### src/rtl/direction_ctrl_if.sv
// rtl/direction_ctrl_if.sv - button/tick inputs and committed-direction outputs
interface direction_ctrl_if;
  logic [3:0] btn;
  logic       tick;
  logic [1:0] dir;
  logic       dir_changed;
  logic       queue_full;

  modport slave (
    input  btn,
    input  tick,
    output dir,
    output dir_changed,
    output queue_full
  );

  modport master (
    output btn,
    output tick,
    input  dir,
    input  dir_changed,
    input  queue_full
  );
endinterface

### src/rtl/direction_ctrl.sv
// rtl/direction_ctrl.sv - debounced 4-button direction input with a 2-deep turn queue
module direction_ctrl #(
  parameter int unsigned DEBOUNCE_CYCLES = 250000
) (
  input  logic                    clk,
  input  logic                    rst_n,
  direction_ctrl_if.slave         ifc
);

  localparam int unsigned CW = $clog2(DEBOUNCE_CYCLES + 1);
  localparam logic [CW-1:0] CNT_LAST = CW'(DEBOUNCE_CYCLES - 1);

  logic [3:0]    stable_q, stable_d, prev_q;
  logic [CW-1:0] cnt_q [4];
  logic [CW-1:0] cnt_d [4];

  always_comb begin
    stable_d = stable_q;
    for (int i = 0; i < 4; i++) begin
      cnt_d[i] = '0;
      if (ifc.btn[i] != stable_q[i]) begin
        if (cnt_q[i] == CNT_LAST) stable_d[i] = ifc.btn[i];
        else                      cnt_d[i]    = cnt_q[i] + CW'(1);
      end
    end
  end

  // Rising edge of a stable level is a press; lowest bit index wins ties.
  logic [3:0] press;
  logic       ev_valid;
  logic [1:0] ev_dir;

  assign press    = stable_q & ~prev_q;
  assign ev_valid = |press;

  always_comb begin
    ev_dir = 2'd0;
    if      (press[0]) ev_dir = 2'd0;
    else if (press[1]) ev_dir = 2'd1;
    else if (press[2]) ev_dir = 2'd2;
    else if (press[3]) ev_dir = 2'd3;
  end

  logic [1:0] mem_q [2];
  logic [1:0] mem_d [2];
  logic       head_q, head_d, tail_q, tail_d;
  logic [1:0] count_q, count_d, count_pop;
  logic [1:0] dir_q, dir_d, ref_dir;
  logic       chg_q, chg_d, full_q;
  logic       pop, push;

  always_comb begin
    mem_d     = mem_q;
    head_d    = head_q;
    tail_d    = tail_q;
    dir_d     = dir_q;
    chg_d     = 1'b0;
    pop       = ifc.tick && (count_q != 2'd0);
    count_pop = count_q;
    if (pop) begin
      dir_d     = mem_q[head_q];
      head_d    = ~head_q;
      count_pop = count_q - 2'd1;
      chg_d     = 1'b1;
    end
    // Validate against where the snake will be heading once queued turns play out.
    ref_dir = (count_pop != 2'd0) ? mem_q[~tail_q] : dir_d;
    push    = ev_valid && (ev_dir != ref_dir) && (ev_dir != ref_dir + 2'd2) &&
              (count_pop != 2'd2);
    count_d = count_pop;
    if (push) begin
      mem_d[tail_q] = ev_dir;
      tail_d        = ~tail_q;
      count_d       = count_pop + 2'd1;
    end
  end

  always_ff @(posedge clk or negedge rst_n) begin
    if (!rst_n) begin
      stable_q <= '0;
      prev_q   <= '0;
      for (int i = 0; i < 4; i++) cnt_q[i] <= '0;
      mem_q[0] <= 2'd0;
      mem_q[1] <= 2'd0;
      head_q   <= 1'b0;
      tail_q   <= 1'b0;
      count_q  <= 2'd0;
      dir_q    <= 2'd1;
      chg_q    <= 1'b0;
      full_q   <= 1'b0;
    end else begin
      stable_q <= stable_d;
      prev_q   <= stable_q;
      for (int i = 0; i < 4; i++) cnt_q[i] <= cnt_d[i];
      mem_q    <= mem_d;
      head_q   <= head_d;
      tail_q   <= tail_d;
      count_q  <= count_d;
      dir_q    <= dir_d;
      chg_q    <= chg_d;
      full_q   <= (count_d == 2'd2);
    end
  end

  assign ifc.dir         = dir_q;
  assign ifc.dir_changed = chg_q;
  assign ifc.queue_full  = full_q;

endmodule

### src/flat_wrapper.sv
// flat-port wrapper written by rule: the top's interface ports become plain ports
module direction_ctrl_flat 
#(
  parameter int unsigned DEBOUNCE_CYCLES = 250000
)
  (clk, rst_n, ifc_btn, ifc_tick, ifc_dir, ifc_dir_changed, ifc_queue_full);
  direction_ctrl_if ifc_i ();
  input  logic clk;
  input  logic rst_n;
  input wire logic [$bits(ifc_i.btn)-1:0] ifc_btn;
  input wire logic [$bits(ifc_i.tick)-1:0] ifc_tick;
  output wire logic [$bits(ifc_i.dir)-1:0] ifc_dir;
  output wire logic [$bits(ifc_i.dir_changed)-1:0] ifc_dir_changed;
  output wire logic [$bits(ifc_i.queue_full)-1:0] ifc_queue_full;
  assign ifc_i.btn = ifc_btn;
  assign ifc_i.tick = ifc_tick;
  assign ifc_dir = ifc_i.dir;
  assign ifc_dir_changed = ifc_i.dir_changed;
  assign ifc_queue_full = ifc_i.queue_full;
  direction_ctrl #(.DEBOUNCE_CYCLES(DEBOUNCE_CYCLES)) u_core (.clk(clk), .rst_n(rst_n), .ifc(ifc_i));
endmodule
### config.mk
export PLATFORM = sky130hd
export DESIGN_NAME = direction_ctrl_flat
export DESIGN_NICKNAME = d
export VERILOG_FILES = /design/src/rtl/direction_ctrl_if.sv /design/src/rtl/direction_ctrl.sv /design/src/flat_wrapper.sv
export SDC_FILE = /design/constraint.sdc
export NUM_CORES = 1
export LEC_CHECK = 0
export ABC_AREA = 0
export BUFFER_PORTS_ARGS = -buffer_cell sky130_fd_sc_hd__buf_4
export CAP_MARGIN = 15
export CORE_ASPECT_RATIO = 0.5
export CORE_MARGIN = 1
export CORE_UTILIZATION = 39
export DETAILED_ROUTE_END_ITERATION = 6
export PLACE_DENSITY_LB_ADDON = 0.15
export SLEW_MARGIN = 20
export SYNTH_ARGS = -nofsm -noshare
export SYNTH_HDL_FRONTEND = slang
export SYNTH_SLANG_ARGS = --single-unit
### constraint.sdc
create_clock -name clk -period 3.45 [get_ports clk]
set_clock_uncertainty 0.1 [all_clocks]
set_input_delay 0.69 -clock clk [delete_from_list [all_inputs] [get_ports clk]]
set_output_delay 0.69 -clock clk [all_outputs]
set_load 0.01 [all_outputs]
==> summary.md, run 1 <==
| Metric | Value |
|---|---|
| Status | `finished clean` |
| Period utilisation layout | `80.0%` |
| Count leader, synth | `nor2_1` |
| Area of the multi-input gates | `0.00203 mm²` |
| CTS Root Cell | `clkbuf_16` |
| Share of the yosys chip area belonging to registers | `52.2%` |
| Share of cells above drive strength 1 | `8.70%` |
| CTS tree | `done` |
| Mux contribution to synthesized area | `3.17%` |
| Post-route ant nets | `0` |
| H-tree Lvls | `3` |
| R2r setup slk | `0.69 ns` |
| Via count | `2977` |
| Die area | `0.0118 mm²` |
| Arrival @ worst endpoint | `2.88 ns` |
| Reg2reg start | `u_core.count_q[0]$_DFF_PN0_` |
| Area Overhead vs Synth | `12.4%` |
| Worst setup EP type | `register` |
| Register area | `0.00230 mm²` |
| Syn Area/Cell | `10.0 µm²` |
| Seq cells post-synth | `92` |
| M3 GR Usage | `4.24%` |
| Die Width | `153 µm` |
| Violation count after the first detailed-route iteration | `149` |
| Initial antenna violation count | `0` |
| Filler Cell Count | `1044` |
| Cts-stage hold buffer count | `0` |
| Total wire length | `7610 µm` |
| Overall die height | `77.3 µm` |
| Tmin final | `2.76 ns` |
| Required @ worst endpoint | `3.57 ns` |
| GR Util met2 | `23.6%` |
| Via/cell ratio | `4.92` |
| Top cells by area, synth | `dfrtp_1, xor2_1, nor2_1` |
| Nets | `470` |
| VDD IR-drop max | `0.199 mV` |
| Detailed placer's ending HPWL | `5110 µm` |
| Io pins | `11` |
| GRT Overall Usage | `14.7%` |
| Gr ovfl total | `0` |
| Pwr/cell area | `525 mW/mm²` |
| Pleak | `2.14 nW` |
| Finish-stage setup viols | `0` |
| CTS buffer count | `9` |
| Main combinational cell family by area after synthesis | `simple AND/OR/NAND/NOR gates` |
| Max-cap violations | `0` |
| Worst min-delay path class | `in2async` |
| Clock Pin Slew Worst Setup and Hold Paths | `0.06 ns` |
| Cell row count | `27` |
| Util after Layout | `45.1%` |
| XOR/XNOR share of the synthesized area | `14.3%` |
| Simple-Gate Fraction of Synth Area | `23.9%` |
| Syn_nets | `455` |
| CTS sink cnt | `92` |
| Max Fclk | `362 MHz` |
| RSZ-0062 raised after global routing | `false` |
| Hold Vio Cnt, Final | `0` |
| EDFF count, synth | `0` |
| Core ar. | `0.0110 mm²` |
| Routability cong. | `0.743` |
| Final max-slew violation count | `0` |
| Capturing point of the worst reg2reg path | `u_core.count_q[1]$_DFF_PN0_` |
| Worst-path maximum fanout | `6` |
| DRC viols | `0` |
| DR pass1 iterations | `6` |
| Synth Area in Compound Gates | `2.66%` |
| Synthesis Warnings | `0` |
| Largest net degree at the start of global routing | `50` |
| Wire per inst | `12.6 µm` |
| Slew HR | `48.4%` |
| Post-Syn Instances | `441` |
| First-pass GRT wire length | `13700 µm` |
| GRT met1 Usage | `19.2%` |
| Vias in the first global route | `3000` |
| Area leader, netlist | `dfrtp_1` |
| Post-CTS resize count | `0` |
| Port bufs | `10` |
| Netlist cell types | `36` |
| Worst Setup Path Type | `reg2reg` |
| CP startpoint kind | `register` |
| Starting Density | `40.1%` |
| CTS max path bufs | `2` |
| Setup TNS | `0 ns` |
| Post-synthesis adder-cell area fraction | `1.98%` |
| Synth top area share | `51.6%` |
| Fraction of registers with async set/reset | `100%` |
| Reg2reg path depth | `10` |
| Most frequent cells after synthesis | `nor2_1, dfrtp_1, xor2_1` |
| Cell Area, Synth | `0.00442 mm²` |
| Post-CTS Setup Repair Bufs | `0` |
| Worst Tran Pin Value | `0.767 ns` |
| Ant. Diodes | `0` |
| Most used DFF post-synth | `dfrtp_1` |
| Most used routing layer in global routing | `met2` |
| Latest clock arrival within the worst-skew pair | `0.33 ns` |
==> worst max path at each step <==
stage | endpoint | depth (start not counted) | slack, ns | startpoint
floorplan | u_core.count_q[1]$_DFF_PN0_ | 8 | 0.83 | ifc_tick
global placement | u_core.count_q[1]$_DFF_PN0_ | 9 | 0.56 | ifc_tick
detailed placement | u_core.count_q[1]$_DFF_PN0_ | 9 | 0.49 | ifc_tick
CTS | u_core.count_q[1]$_DFF_PN0_ | 10 | 0.67 | u_core.count_q[0]$_DFF_PN0_
global route | u_core.count_q[1]$_DFF_PN0_ | 10 | 0.45 | u_core.count_q[0]$_DFF_PN0_
finish | u_core.count_q[1]$_DFF_PN0_ | 10 | 0.69 | u_core.count_q[0]$_DFF_PN0_
==> routing by layer <==
metal	routed length [µm]	up-vias
met2	3380	34
li1	-	1513
met3	230	11
met1	3900	1419
met4	110	0
met5	0	-
==> per-stage QoR <==
step	power, mW	instances	area, µm²	hold WS [ns]	worst slack (ns)
2_1_floorplan	1.52	441	4420	0.294	0.834
3_3_place_gp	1.64	590	4660	0.327	0.559
3_5_place_dp	1.64	590	4660	0.331	0.486
4_1_cts	2.66	605	4960	0.280	0.665
5_1_grt	2.76	605	4960	0.306	0.447
6_report	2.61	605	4960	0.257	0.690
==> where the power goes <==
group / switching, mW / total, mW / leakage, nW / internal (mW)
registers: 0.0606 / 1.22 / 1.25 / 1.16
logic: 0.215 / 0.400 / 0.747 / 0.185
clock network: 0.391 / 0.989 / 0.145 / 0.598
==> critical path, cell delays in order (launching register included) <==
cell	delay [ns]
dfrtp_1	0.38
inv_1	0.06
ha_1	0.13
nand2b_2	0.16
inv_1	0.10
xnor2_1	0.39
ha_1	0.34
inv_1	0.09
o221a_2	0.31
o21ai_2	0.26
mux2_4	0.33
==> state kept, by name (all words and copies together) (netlist names) <==
| name | cells |
|---|---|
| u_core.cnt_q | 72 |
| u_core.count_q | 2 |
| u_core.head_q | 1 |
| u_core.ifc.dir | 2 |
| u_core.ifc.dir_changed | 1 |
| u_core.ifc.queue_full | 1 |
| u_core.mem_q | 4 |
| u_core.prev_q | 4 |
| u_core.stable_q | 4 |
| u_core.tail_q | 1 |
==> placed cells by master (no fill, tap or decap), drive strengths merged, types with 9 or more instances in the layout <==
| cell | instances |
|---|---|
| clkbuf | 12 |
| buf | 11 |
| nand3 | 31 |
| nand2b | 9 |
| nand2 | 34 |
| inv | 14 |
| xor2 | 40 |
| dfrtp | 91 |
| nor4 | 12 |
| nor2 | 92 |
| xnor2 | 32 |
| nand4 | 12 |
==> cell families after synthesis <==
family / after synthesis
AOI/OAI and AO/OA: 15
DFF: 92
and+or+nand+nor: 222
buffers and inverters: 21
xor gates and xnor gates: 72
adders and majority gates: 7
muxes: 12
==> cell type report <==
cell class / instances / area share, %
tap: 145 / 3.65
inverter: 14 / 1.06
timing repair buffer: 11 / 1.92
multi-input combinational: 328 / 40.9
clock buffer: 12 / 5.17
sequential: 92 / 46.4
clock inverter: 3 / 0.932
No activity file was read; power rests on OpenSTA's default activity.
==> run 2, diff against run 1 <==
--- a/config.mk
+++ b/config.mk
@@ -5,7 +5,7 @@
 export SDC_FILE = /design/constraint.sdc
 export NUM_CORES = 1
 export LEC_CHECK = 0
-export ABC_AREA = 0
+export ABC_AREA = 1
 export BUFFER_PORTS_ARGS = -buffer_cell sky130_fd_sc_hd__buf_4
 export CAP_MARGIN = 15
 export CORE_ASPECT_RATIO = 0.5
==> constraint.sdc (replaced) <==
create_clock -name clk -period 2.45 [get_ports clk]
set_clock_uncertainty 0.1 [all_clocks]
set_input_delay 0.49 -clock clk [delete_from_list [all_inputs] [get_ports clk]]
set_output_delay 0.49 -clock clk [all_outputs]
set_load 0.01 [all_outputs]
==> run 2 against run 1 <==
Against the previous run:
- hold slack gained 0.035 ns
- critical path depth grew 3
- critical path type unchanged
- routed wire length grew 25%
- power grew 38%
- sequential share of layout area shrank 4.9 points
- register-to-register slack lost 0.42 ns
- synthesized cell count grew 35%
- sequential cell count is the same
- final cell count grew 30%
==> summary.md, run 2 <==
| Metric | Value |
|---|---|
| CTS tree | `done` |
| Tmin final | `2.18 ns` |
| Pleak | `2.55 nW` |
| DR pass1 iterations | `5` |
| CTS sink cnt | `92` |
| Max-cap violations | `0` |
| Die area | `0.0130 mm²` |
| Worst Setup Path Type | `reg2reg` |
| Gr ovfl total | `0` |
| Reg2reg path depth | `13` |
| Critical Path End | `u_core.mem_q[0]$_DFFE_PN0P_` |
| Delay-heaviest family, CP | `simple AND/OR/NAND/NOR gates` |
| Seq cells post-synth | `92` |
| Nets | `633` |
| Worst setup path start | `u_core.count_q[0]$_DFF_PN0_` |
| Largest net degree at the start of global routing | `36` |
| CTS max path bufs | `2` |
| DRC viols | `0` |
| Area leader, netlist | `dfrtp_1` |
| Most frequent cells after synthesis | `nand2_1, nor2_1, dfrtp_1` |
| Max Fclk | `459 MHz` |
| Via/cell ratio | `4.77` |
| Slew HR | `69.7%` |
| Post-CTS Setup Repair Bufs | `0` |
| Buf/Inv on CP | `2` |
| Area Overhead vs Synth | `13.4%` |
| Final WS setup | `0.271 ns` |
| WP depth | `13` |
| Max reg flops | `72` |
| Netlist cell types | `39` |
| Post-Syn Instances | `596` |
| Arrival @ worst endpoint | `2.30 ns` |
| VDD IR-drop max | `0.367 mV` |
| Syn_nets | `610` |
| CP startpoint kind | `register` |
| Finish-stage setup viols | `0` |
| Worst Tran Pin Value | `0.451 ns` |
| Syn Area/Cell | `8.22 µm²` |
| Crit path cell chain | `inv_1 -> ha_1 -> inv_1 -> nand2_2 -> xor2_2 -> ha_1 -> nor2_1 -> o21ai_1 -> nand2_1 -> nand2_2 -> nand4_1 -> nand2_1 -> o21ai_1` |
| Hold Vio Cnt, Final | `0` |
| Most used DFF post-synth | `dfrtp_1` |
| Routability cong. | `0.790` |
| Commonest non-fill, non-tap cell in the layout | `nand2_1` |
| Capturing point of the worst reg2reg path | `u_core.mem_q[0]$_DFFE_PN0P_` |
| Pwr/cell area | `647 mW/mm²` |
| R2r setup slk | `0.27 ns` |
| Synth top area share | `46.5%` |
| Initial antenna violation count | `0` |
| GRT Overall Usage | `16.2%` |
| Setup TNS | `0 ns` |
| RSZ-0062 raised after global routing | `false` |
| Synthesis Warnings | `0` |
| Violation count after the first detailed-route iteration | `189` |
| Port bufs | `10` |
| Reg2reg start | `u_core.count_q[0]$_DFF_PN0_` |
| Wire per inst | `12.0 µm` |
| Via count | `3765` |
| Worst min-delay path class | `in2reg` |
| Filler Cell Count | `1177` |
| Total wire length | `9490 µm` |
| Most frequent cells in the layout | `nand2_1, nor2_1, dfrtp_1` |
| Vias in the first global route | `3570` |
| Status | `finished clean` |
| Starting Density | `40.8%` |
| Slowest stage delay, CP | `0.41 ns` |
| H-tree Lvls | `3` |
| EDFF count, synth | `0` |
| Cell Area, Synth | `0.00490 mm²` |
| Worst setup EP type | `register` |
| Io pins | `11` |
| Ant. Diodes | `0` |
| Pre-CTS setup slack | `0.198 ns` |
| Share of the yosys chip area belonging to registers | `47.0%` |
| Fraction of registers with async set/reset | `100%` |
| Detailed placer's ending HPWL | `6960 µm` |
| Post-route ant nets | `0` |
| Design Power | `3.59 mW` |
| Cell row count | `28` |
| Share of cells above drive strength 1 | `13.1%` |
| Count leader, synth | `nand2_1` |
| CP max stage cell | `dfrtp_1` |
| CTS Root Cell | `clkbuf_16` |
| Worst-path maximum fanout | `6` |
| Overall die height | `81.2 µm` |
| CTS buffer count | `9` |
| Core ar. | `0.0120 mm²` |
| Period utilisation layout | `88.9%` |
| First-pass GRT wire length | `16900 µm` |
| Clock Pin Slew Worst Setup and Hold Paths | `0.06 ns` |
| Latest clock arrival within the worst-skew pair | `0.34 ns` |
| Top reg by flops | `u_core.cnt_q` |
| Die Width | `160 µm` |
| Final max-slew violation count | `0` |
| Top cells by area, synth | `dfrtp_1, nand2_1, nor2_1` |
| Required @ worst endpoint | `2.57 ns` |
[run 2: cell types whose count changed after synthesis, moves of 10 or more]
cell / change
inv_1: +60
nand2_1: +82
nand2_2: +10
nor3_1: +14
xnor2_1: -24
xor2_1: -13
[run 2: cell type report]
class                           instances  area, µm²  share of cell area [%]
Inverter                               83        312                    5.61
Timing Repair Buffer                   14        120                    2.16
Tap cell                              165        206                    3.72
Sequential cell                        92       2300                    41.5
Multi-Input combinational cell        419       2280                    41.0
Clock buffer                           11        233                    4.19
Clock inverter                          5        100                    1.80
[run 2: kinds of logic (layout without fill, tap and decap cells)]
kind of cell             after synthesis  count (layout)  share of synthesized area (%)
buffers and inverters                 85             113                           6.62
flip-flops                            92              92                           47.0
adder cells (fa/ha/maj)                7               7                           1.79
XOR/XNOR                              35              35                           6.26
AND/OR/NAND/NOR                      335             335                           33.3
AO/OA/AOI/OAI                         42              42                           5.01
[run 2: through the flow]
| step | util [%] | cells | hold WS [ns] | cell area (µm²) |
|---|---|---|---|---|
| final | 46.2 | 789 | 0.293 | 5550 |
| after global routing | 46.2 | 789 | 0.292 | 5550 |
| after CTS | 46.1 | 789 | 0.279 | 5540 |
| after detailed placement | 43.3 | 772 | 0.324 | 5200 |
| after global placement | 43.3 | 772 | 0.319 | 5200 |
| after floorplan | - | 596 | 0.0944 | 4900 |
[run 2: where the power goes]
part | total (mW) | internal [mW] | leakage (nW) | switching [mW]
sequential | 1.64 | 1.59 | 1.22 | 0.0438
clock | 1.55 | 0.994 | 0.163 | 0.560
combinational | 0.404 | 0.153 | 1.17 | 0.251
total | 3.59 | 2.74 | 2.55 | 0.855
[run 2: worst min path at each step]
stage                         from                                to  depth (start not counted)  slack [ns]
after global routing      ifc_tick  u_core.ifc.dir_changed$_DFF_PN0_                          3        0.29
after detailed placement     rst_n        u_core.cnt_q[44]$_DFF_PN0_                          1        0.32
after floorplan              rst_n         u_core.cnt_q[0]$_DFF_PN0_                          0        0.09
final                     ifc_tick  u_core.ifc.dir_changed$_DFF_PN0_                          3        0.29
after global placement       rst_n        u_core.cnt_q[44]$_DFF_PN0_                          1        0.32
after CTS                 ifc_tick  u_core.ifc.dir_changed$_DFF_PN0_                          3        0.28
[run 2: layer usage]
| metal | track usage (%) | vias up | wire length [µm] |
|---|---|---|---|
| met1 | 22.7 | 1734 | 4980 |
| li1 | - | 1957 | - |
| met2 | 25.0 | 67 | 4020 |
| met5 | 0 | - | 0 |
| met3 | 4.34 | 7 | 421 |
| met4 | 3.90 | 0 | 65 |
[run 2: worst register-to-register path: cells and delay by family, from the launching register on]
family          cells  cell delay, ns
compound gates      2            0.17
xor+xnor            1            0.25
fa+ha+maj           2            0.38
buf+inv             2            0.12
flops               1            0.41
simple gates        6            0.63
[run 2: timing repair]
| item | CTS | global route |
|---|---|---|
| endpoints found under the hold margin | 20 | 0 |
| endpoints found under the setup margin | 0 | 5 |
| resized for setup | 0 | 2 |
| hold buffers | 1 | 0 |
